### src/rtl/hs_ram_access_ctrl.sv
// Arbitrates the game work-RAM port between the CPU and the hiscore engine.
// Freezes the CPU at vertical blank, lets the bus settle, then grants the port.
module hs_ram_access_ctrl #(
    parameter int AW          = 16,
    parameter int DW          = 8,
    parameter int SETTLE      = 4,
    parameter int VBL_TIMEOUT = 1 << 20
) (
    input  logic          clk_sys,
    input  logic          reset,
    input  logic          hs_rd_req,
    input  logic          hs_wr_req,
    input  logic [AW-1:0] hs_addr,
    input  logic [DW-1:0] hs_wdata,
    input  logic          hs_we,
    output logic [DW-1:0] hs_rdata,
    output logic          hs_grant,
    input  logic          vblank,
    output logic          cpu_pause_req,
    input  logic          cpu_paused,
    output logic          ram_sel,
    output logic [AW-1:0] ram_addr,
    output logic [DW-1:0] ram_wdata,
    output logic          ram_we,
    input  logic [DW-1:0] ram_rdata,
    output logic          busy
);

    // state     | meaning
    // S_IDLE    | CPU owns the RAM, no request pending
    // S_WAIT_VBL| request seen, waiting for vblank rise or timeout
    // S_PAUSE   | asking the pause block to freeze the CPU
    // S_SETTLE  | CPU frozen, port switched, write held off while the bus settles
    // S_GRANT   | hiscore engine drives the RAM port
    // S_RELEASE | port back to CPU path for one cycle before unfreezing
    typedef enum logic [2:0] {
        S_IDLE,
        S_WAIT_VBL,
        S_PAUSE,
        S_SETTLE,
        S_GRANT,
        S_RELEASE
    } state_t;

    localparam logic [20:0] TMO_LAST    = 21'(VBL_TIMEOUT - 1);
    localparam logic [7:0]  SETTLE_LOAD = 8'(SETTLE - 1);

    state_t      state, state_nx;
    logic        vbl_q, vbl_qq;
    logic        vbl_rise;
    logic        req;
    logic [20:0] tmo_cnt, tmo_cnt_nx;
    logic [7:0]  settle_cnt, settle_cnt_nx;

    assign req      = hs_rd_req | hs_wr_req;
    assign vbl_rise = vbl_q & ~vbl_qq;

    always_ff @(posedge clk_sys) begin
        if (reset) begin
            state      <= S_IDLE;
            vbl_q      <= 1'b0;
            vbl_qq     <= 1'b0;
            tmo_cnt    <= '0;
            settle_cnt <= '0;
            hs_rdata   <= '0;
        end else begin
            state      <= state_nx;
            vbl_q      <= vblank;
            vbl_qq     <= vbl_q;
            tmo_cnt    <= tmo_cnt_nx;
            settle_cnt <= settle_cnt_nx;
            if (ram_sel) begin
                hs_rdata <= ram_rdata;
            end
        end
    end

    always_comb begin
        state_nx      = state;
        tmo_cnt_nx    = tmo_cnt;
        settle_cnt_nx = settle_cnt;
        cpu_pause_req = 1'b0;
        ram_sel       = 1'b0;
        hs_grant      = 1'b0;
        ram_we        = 1'b0;
        ram_addr      = '0;
        ram_wdata     = '0;
        busy          = (state != S_IDLE);

        case (state)
            S_IDLE: begin
                tmo_cnt_nx = '0;
                if (req) begin
                    state_nx = S_WAIT_VBL;
                end
            end

            S_WAIT_VBL: begin
                if (tmo_cnt != '1) begin
                    tmo_cnt_nx = tmo_cnt + 21'd1;
                end
                // a dropped request outranks a vblank edge seen in the same cycle
                if (!req) begin
                    state_nx = S_IDLE;
                end else if (vbl_rise || (tmo_cnt == TMO_LAST)) begin
                    state_nx = S_PAUSE;
                end
            end

            S_PAUSE: begin
                cpu_pause_req = 1'b1;
                if (!req) begin
                    state_nx = S_RELEASE;
                end else if (cpu_paused) begin
                    state_nx      = S_SETTLE;
                    settle_cnt_nx = SETTLE_LOAD;
                end
            end

            S_SETTLE: begin
                cpu_pause_req = 1'b1;
                ram_sel       = 1'b1;
                ram_addr      = hs_addr;
                ram_wdata     = hs_wdata;
                if (!req) begin
                    state_nx = S_RELEASE;
                end else if (!cpu_paused) begin
                    state_nx = S_PAUSE;
                end else if (settle_cnt == 8'd0) begin
                    state_nx = S_GRANT;
                end else begin
                    settle_cnt_nx = settle_cnt - 8'd1;
                end
            end

            S_GRANT: begin
                cpu_pause_req = 1'b1;
                ram_sel       = 1'b1;
                ram_addr      = hs_addr;
                ram_wdata     = hs_wdata;
                // losing the pause ack must kill the write in the same cycle
                hs_grant      = cpu_paused;
                ram_we        = cpu_paused & hs_we;
                if (!req) begin
                    state_nx = S_RELEASE;
                end else if (!cpu_paused) begin
                    state_nx = S_PAUSE;
                end
            end

            S_RELEASE: begin
                cpu_pause_req = 1'b1;
                state_nx      = S_IDLE;
            end

            default: begin
                state_nx = S_IDLE;
            end
        endcase
    end

endmodule

### config.mk
export PLATFORM = sky130hd
export DESIGN_NAME = hs_ram_access_ctrl
export DESIGN_NICKNAME = d
export VERILOG_FILES = /design/src/rtl/hs_ram_access_ctrl.sv
export SDC_FILE = /design/constraint.sdc
export NUM_CORES = 1
export LEC_CHECK = 0
export CAP_MARGIN = 20
export CORE_MARGIN = 2
export CORE_UTILIZATION = 46
export CTS_CLUSTER_DIAMETER = 100
export DETAILED_ROUTE_END_ITERATION = 7
export PLACE_DENSITY = 0.8
export SYNTH_ARGS = -nofsm -noshare
export SYNTH_HDL_FRONTEND = slang
export SYNTH_SLANG_ARGS = --single-unit
### constraint.sdc
create_clock -name clk_sys -period 4.1 [get_ports clk_sys]
set_input_delay 0.41 -clock clk_sys [delete_from_list [all_inputs] [get_ports clk_sys]]
set_output_delay 0.41 -clock clk_sys [all_outputs]
set_load 0.02 [all_outputs]
==> results by group, run 1 <==
Timing
  – Post-route minimum period: 3.31 ns
  – Final setup viols: 0
  – Slew HR: 45.2%
  – Max-slew violations: 0
  – RSZ-0062 raised after global routing: false
  – Worst Tran Pin Value: 0.816 ns
  – Final TNS setup: 0 ns
  – Fmax: 302 MHz
  – Clock Skews: 0.00418 ns
  – Final Cycle Share: 80.8%
  – Final worst slack: 0.788 ns
  – Endpoints failing hold: 0

Setup path
  – Arr. time, crit path: 2.90 ns
  – Critical path's largest stage delay: 0.64 ns
  – Critical path class: register to output pin
  – CP delay by family, top: buffers and inverters
  – Critical path buffers and inverters: 2
  – Crit-path cells: nor2b_1 -> a22oi_2 -> inv_1 -> and2_1 -> clkdlybuf4s50_1
  – CP max-delay cell: clkdlybuf4s50_1
  – CP Max Fanout: 33
  – Worst Path Required: 3.69 ns
  – Crit end category: output pin
  – Crit start category: register

Clock tree
  – Worst-skew pair later-pin latency: 0.30 ns
  – Reg clk slew, reported paths: 0.08 ns
  – CTS Hold Bufs: 0
  – CTS buffer count: 5
  – CTS tree: built
  – # clock sinks: 42
  – CTS resizes: 0
  – Number of post-CTS setup repair buffers: 0
  – Clock Tree Buf Depth: 2
  – Number of H-tree levels: 2
  – CTS root buf: clkbuf_8

Route
  – WL final: 5870 um
  – Vias/cell: 5.33
  – Post-DRT Antenna Nets: 0
  – Initial drt markers: 131
  – Drt wl/cell: 13.9 um
  – DRC violations left: 0
  – TritonRoute pass-1 iters: 4
  – Routed vias: 2254

Logic synthesis
  – Synth area leaders: dfxtp_1, and2_1, nand2_1
  – Register area share after synthesis: 36.6%
  – Yosys warns: 0
  – Async SR Flop Fraction: 0%
  – Flops & latches, synth: 42
  – Commonest cells post-synth: dfxtp_1, nand2_1, nor2_1
  – Dominant cell type by area after synthesis: dfxtp_1
  – Post-synth EDFFs: 0
  – Mapped cell area: 2300 um^2
  – Top-area cell type share of the netlist area: 36.6%
  – Library cells used by synthesis: 49
  – Top-count cell post-synth: dfxtp_1
  – Post-synthesis cell count: 286
  – Avg Inst Size Synth: 8.03 um^2
  – Mapped Nets: 328
  – Synth Flop Type: dfxtp_1

Power and ir drop
  – Total leakage power: 1.19 nW
  – Final Power: 1.06 mW
  – Maximum vdd drop: 0.000177 V
  – PwrDens: 336 nW/um^2

Cells and area
  – Seq. cell area: 841 um^2
  – Fillers: 410
  – ANT cells: 0
  – Fin area: 3160 um^2
  – Layout area overhead: 37.7%
  – Layout cells sized above 1: 5.62%
  – Area of the multi-input gates: 1370 um^2
  – Final Net Count: 397
  – Final cell count without fillers: 423

Global route
  – GRT Overall Usage: 22.5%
  – Pin count of the biggest net entering global routing: 34
  – Total grt overflow: 0
  – First-pass GRT wire length: 9540 um
  – Initial antenna violation count: 0
  – Number of global-route vias before repair: 2144

Placement
  – Place WS: 1.08 ns
  – Placed Area: 3070 um^2
  – PortBufs: 75
  – Placed cell count: 415
  – GP Congestion: 0.843
  – Post-DP HPWL: 4490 um

Floorplan
  – Die area: 5570 um^2
  – Die width: 74.7 um
  – FP Rows: 25
  – Die H: 74.7 um
  – Core area: 4750 um^2
  – Boundary pin count: 76
  – Starting Density: 48.3%

Outcome
  – Status: complete, no violations

Flow run
  – Max-Cap Viols: 0

Hold path
  – Min-delay worst type: register to register
==> path summary, 6_finish.rpt <==
check	startpoint	endpoint	slack (ns)	cells past startpoint
setup / recovery	state[1]	ram_wdata[7]	0.79	5
hold / removal	hs_rdata[3]	hs_rdata[3]	0.46	2
setup reg to reg	state[0]	tmo_cnt[5]	1.85	5
hold reg to reg	hs_rdata[3]	hs_rdata[3]	0.46	2
==> metrics by stage <==
step / util [%] / hold WS (ns)
final: 66.5 / 0.456
after global routing: 66.5 / 0.480
after CTS: 66.5 / 0.459
after detailed placement: 64.6 / 0.450
after global placement: 64.6 / 0.440
after floorplan: - / 0.439
==> state kept, by name, summed over array words and instances (netlist names) <==
register	count
hs_rdata	8
settle_cnt	8
state	3
vbl_q	1
vbl_qq	1
tmo_cnt	21
==> kinds of logic (layout without fill, tap and decap cells) <==
family	count (synthesis)	after routing	synth area share (%)
compound gates	55	55	16.9
mux	4	4	1.74
buf+inv	19	89	3.65
fa+ha+maj	3	3	1.64
simple gates	150	150	34.5
xor+xnor	13	13	4.96
flops	42	42	36.6
==> area by class of cell <==
class	instances	area share, %
Clock buffer	7	2.73
Clock inverter	1	0.158
Inverter	6	0.713
Sequential cell	42	26.6
Timing Repair Buffer	75	23.8
Tap cell	67	2.65
Multi-Input combinational cell	225	43.4
==> cells in the final DEF, fill, tap and decap left out, drive strengths merged, types with 6 or more instances in the layout <==
cell / count
or3: 6
xor2: 8
and3: 6
and2: 27
a21oi: 21
nor2: 31
clkbuf: 7
nand2: 35
nand3: 11
dfxtp: 42
inv: 6
nand4: 9
nor3: 6
clkdlybuf4s50: 75
a31oi: 9
==> routing by layer <==
metal,part of all wire (%),GRT usage [%],wire length (um),vias to the layer above
li1,-,-,-,1153
met1,40,24.3,2360,1012
met2,48,39.2,2790,82
met3,11,10.7,626,7
met4,1.4,7.14,84,0
met5,0,0,0,-
==> power breakdown <==
part | switching, mW | internal [mW]
combinational | 0.177 | 0.149
sequential | 0.0297 | 0.429
clock | 0.141 | 0.136
==> tightest hold or removal path: stages (launching register included) <==
cell and delay, ns:
dfxtp_1 0.31, nand2_1 0.05, a21oi_1 0.05
No activity file was read; power rests on OpenSTA's default activity.
==> run 2: changes to the inputs <==
- CORE_UTILIZATION: 46 -> 41
- PLACE_DENSITY: 0.8 -> 0.76
- clock period: 4.1 -> 2.99 ns (I/O delays scaled with it)
==> results by group, run 2 (same netlist as run 1, synthesis figures left out) <==
Floorplan
  – Die area: 6210 um^2
  – FP Rows: 27
  – Core area: 5470 um^2
  – Boundary pin count: 76
  – Die H: 78.8 um
  – Starting Density: 42.0%
  – Die width: 78.8 um

Flow run
  – Max-Cap Viols: 0

Setup path
  – Crit end category: output pin
  – Critical path launch point: state[1]
  – Worst Path Required: 2.69 ns
  – Critical path buffers and inverters: 3
  – Critical path's largest stage delay: 0.56 ns
  – CP Max Fanout: 27
  – R2R depth: 6
  – Crit start category: register
  – Critical path class: register to output pin
  – Arr. time, crit path: 2.48 ns
  – FF-to-FF Start: tmo_cnt[1]
  – CP max-delay cell: clkdlybuf4s50_1
  – CP delay by family, top: buffers and inverters
  – Capturing point of the worst reg2reg path: tmo_cnt[12]
  – Worst Setup EP: ram_addr[12]
  – Crit-path cells: buf_4 -> nor2_1 -> a22oi_2 -> inv_1 -> and2_1 -> clkdlybuf4s50_1
  – FF-to-FF setup slack: 0.84 ns
  – Crit path depth: 6

Timing
  – Fmax: 360 MHz
  – Min Hold Slack: 0.462 ns
  – Final worst slack: 0.214 ns
  – Max-slew violations: 0
  – Endpoints failing hold: 0
  – Final setup viols: 0
  – Worst Tran Pin Value: 0.761 ns
  – RSZ-0062 raised after global routing: false
  – Slew HR: 48.9%
  – Final Cycle Share: 92.9%
  – Post-route minimum period: 2.78 ns
  – Final TNS setup: 0 ns
  – Clock Skews: 0.00441 ns

Clock tree
  – Clock Tree Buf Depth: 2
  – CTS Hold Bufs: 0
  – # clock sinks: 42
  – CTS buffer count: 5
  – Number of H-tree levels: 2
  – CTS tree: built
  – Number of post-CTS setup repair buffers: 0
  – CTS root buf: clkbuf_8
  – CTS resizes: 0
  – Reg clk slew, reported paths: 0.08 ns
  – Worst-skew pair later-pin latency: 0.30 ns

Power and ir drop
  – Total leakage power: 1.24 nW
  – PwrDens: 501 nW/um^2
  – Final Power: 1.63 mW
  – Maximum vdd drop: 0.000204 V

Route
  – Post-DRT Antenna Nets: 0
  – Initial drt markers: 86
  – Routed vias: 2312
  – Vias/cell: 5.33
  – DRC violations left: 0
  – TritonRoute pass-1 iters: 4
  – Drt wl/cell: 13.7 um
  – WL final: 5940 um

Placement
  – Place WS: 0.516 ns
  – Post-DP HPWL: 4470 um
  – PortBufs: 75
  – GP Congestion: 0.877

Global route
  – GRT Overall Usage: 19.8%
  – Pin count of the biggest net entering global routing: 28
  – Initial antenna violation count: 0
  – Total grt overflow: 0
  – Number of global-route vias before repair: 2227
  – First-pass GRT wire length: 9830 um

Cells and area
  – Top flop regs: tmo_cnt (21), hs_rdata (8), settle_cnt (8)
  – ANT cells: 0
  – Final Net Count: 403
  – Commonest non-fill, non-tap cell in the layout: clkdlybuf4s50_1
  – Biggest register: tmo_cnt
  – Layout cells sized above 1: 7.46%
  – Fillers: 518
  – Max FFs per register: 21
  – Commonest non-fill, non-tap cells in the layout: clkdlybuf4s50_1, dfxtp_1, nand2_1, nor2_1, and2_1
  – Layout area overhead: 41.9%

Hold path
  – Min-delay worst type: register to register
  – Hold path depth: 2

Outcome
  – Status: complete, no violations
## run 2: area by class of cell
class | count | area (um^2) | area share [%]
clock buffers | 5 | 68.8 | 2.11
clock inverters | 3 | 68.8 | 2.11
inverters | 6 | 22.5 | 0.691
multi-input cells | 225 | 1370 | 42.1
flip-flops and latches | 42 | 841 | 25.8
well taps | 72 | 90.1 | 2.76
repair buffers | 81 | 796 | 24.4
## run 2: through the flow
stage	area [um^2]	utilization (%)	instances
after floorplan	2300	-	286
after global placement	3120	57.0	426
after detailed placement	3120	57.0	426
after CTS	3260	59.5	434
after global routing	3260	59.5	434
final	3260	59.5	434
## run 2: where the power goes
part / internal, mW / leakage (nW) / switching [mW]
combinational: 0.220 / 0.834 / 0.263
sequential: 0.588 / 0.340 / 0.0240
clock: 0.334 / 0.0683 / 0.205
total: 1.14 / 1.24 / 0.492
## run 2: routing by layer
layer / up-vias / wire, um / global-route usage, %
met4: 0 / 92 / 7.24
met3: 8 / 524 / 8.07
li1: 1160 / - / -
met5: - / 0 / 0
met2: 79 / 2940 / 35.3
met1: 1065 / 2380 / 21.1
## run 2: worst min-delay path, delay by kind of cell, from the launching register on
kind,cells,cell delay (ns)
flip-flops,1,0.32
AND/OR/NAND/NOR,1,0.05
AO/OA/AOI/OAI,1,0.05
## run 2: worst min-delay path by stage
stage	from	endpoint	slack, ns
finish	hs_rdata[6]	hs_rdata[6]	0.46
global route	vbl_q	vbl_qq	0.49
CTS	hs_rdata[6]	hs_rdata[6]	0.47
detailed placement	hs_rdata[6]	hs_rdata[6]	0.45
global placement	hs_rdata[0]	hs_rdata[0]	0.44
floorplan	vblank	vbl_q	0.43
==> run 3: changes to the inputs <==
==> constraint.sdc (replaced) <==
create_clock -name clk_sys -period 2.99 [get_ports clk_sys]
set_input_delay 0.897 -clock clk_sys [delete_from_list [all_inputs] [get_ports clk_sys]]
set_output_delay 0.897 -clock clk_sys [all_outputs]
set_load 0.02 [all_outputs]
==> results by group, run 3 (same netlist as run 1, synthesis figures left out) <==
Cells and area
  – Commonest non-fill, non-tap cell in the layout: clkdlybuf4s50_1
  – Biggest register: tmo_cnt
  – Final Net Count: 410
  – Max FFs per register: 21
  – Top flop regs: tmo_cnt (21), hs_rdata (8), settle_cnt (8)
  – Layout area overhead: 44.8%
  – Commonest non-fill, non-tap cells in the layout: clkdlybuf4s50_1, dfxtp_1, nand2_1, nor2_1, and2_1
  – ANT cells: 0
  – Layout cells sized above 1: 10.3%

Route
  – Initial drt markers: 101
  – Vias/cell: 5.22
  – DRC violations left: 0
  – Post-DRT Antenna Nets: 0
  – TritonRoute pass-1 iters: 4
  – Drt wl/cell: 12.5 um
  – Routed vias: 2304
  – WL final: 5500 um

Power and ir drop
  – Total leakage power: 1.48 nW
  – Sw Pwr: 0.481 mW
  – Combinational share of power: 33.4%
  – Clock power frac: 25.6%
  – Maximum vdd drop: 0.000235 V
  – Final Power: 1.49 mW
  – PwrDens: 448 nW/um^2
  – Reg power frac: 41.0%
  – Switching Share: 32.3%
  – P_int: 1.01 mW

Clock tree
  – CTS root buf: clkbuf_8
  – Worst-skew pair later-pin latency: 0.30 ns
  – Number of H-tree levels: 2
  – CTS Hold Bufs: 0
  – Reg clk slew, reported paths: 0.08 ns
  – Clock Tree Buf Depth: 2
  – CTS tree: built
  – # clock sinks: 42
  – CTS buffer count: 5

Floorplan
  – Die H: 78.8 um
  – Die width: 78.8 um
  – Die area: 6210 um^2
  – Core area: 5470 um^2
  – FP Rows: 27
  – Starting Density: 42.0%
  – Boundary pin count: 76

Flow run
  – Max-Cap Viols: 0

Timing
  – Post-route minimum period: 2.96 ns
  – Fmax: 338 MHz
  – Final worst slack: 0.0333 ns
  – Slew HR: 51.6%
  – Min Hold Slack: 0.455 ns
  – Final Cycle Share: 98.9%
  – Max-slew violations: 0
  – Endpoints failing hold: 0
  – Clock Skews: 0.00634 ns
  – RSZ-0062 raised after global routing: false
  – Final setup viols: 0
  – Worst Tran Pin Value: 0.725 ns

Global route
  – Total grt overflow: 0
  – First-pass GRT wire length: 9150 um
  – Initial antenna violation count: 0
  – GR Layer Usage met2: 31.7%
  – Number of global-route vias before repair: 2170
  – Most Used Layer, Global Route: met2
  – Pin count of the biggest net entering global routing: 34
  – GRT Overall Usage: 18.1%
  – GR Util met1: 20.8%
  – Grt met3 use: 6.02%

Setup path
  – Critical path class: primary input to output pin
  – Crit start category: primary input
  – CP Max Fanout: 1
  – Worst Path Required: 2.09 ns
  – Crit end category: output pin
  – Arr. time, crit path: 2.06 ns

Outcome
  – Status: complete, no violations

Hold path
  – Min-delay worst type: register to register

Placement
  – PortBufs: 75
  – Post-DP HPWL: 4220 um
  – GP Congestion: 0.853
  – Place WS: -0.473 ns
-- run 3: through the flow --
stage | instance area, um^2 | TNS, ns | instances | utilization, %
2_1_floorplan | 2300 | 0 | 286 | -
3_3_place_gp | 3180 | -0.832 | 432 | 58.1
3_5_place_dp | 3180 | -0.903 | 432 | 58.1
4_1_cts | 3290 | 0 | 440 | 60.1
5_1_grt | 3320 | 0 | 441 | 60.7
6_report | 3320 | 0 | 441 | 60.7
-- run 3: routing by layer --
| metal | vias to the layer above | wire [um] |
|---|---|---|
| met5 | - | 0 |
| li1 | 1173 | - |
| met2 | 75 | 2660 |
| met4 | 0 | 80 |
| met1 | 1051 | 2350 |
| met3 | 5 | 410 |
-- run 3: final timing paths --
path	endpoint	slack, ns	cells past startpoint	from
min	hs_rdata[4]	0.46	2	hs_rdata[4]
max reg2reg	tmo_cnt[12]	0.92	6	tmo_cnt[0]
max	ram_addr[7]	0.03	3	hs_addr[7]
min reg2reg	hs_rdata[4]	0.46	2	hs_rdata[4]
-- run 3: timing repair --
| item | 4_1_cts | 5_1_grt |
|---|---|---|
| endpoints found under the hold margin | 0 | 0 |
| resized for setup | 9 | 12 |
| setup buffers | 0 | 1 |
| pin swaps | 1 | 0 |
| setup endpoints to repair | 5 | 23 |
-- run 3: area by class of cell --
type	instances	area (um^2)
fill	505	2150
multi-input combinational	225	1390
timing repair buffer	88	886
sequential	42	842
tap	72	90.1
clock buffer	6	82.6
inverter	6	22.5
clock inverter	2	12.5
-- run 3: power by group through the flow --
stage / combinational (mW) / sequential [mW] / clock [mW]
detailed placement: 0.498 / 0.623 / 0
floorplan: 0.273 / 0.630 / 0
global route: 0.544 / 0.615 / 0.414
CTS: 0.504 / 0.610 / 0.390
global placement: 0.495 / 0.622 / 0
finish: 0.497 / 0.611 / 0.381
-- run 3: critical path, stage by stage --
cell and delay, ns:
clkdlybuf4s50_1 0.44, and2_1 0.11, clkdlybuf4s50_1 0.60
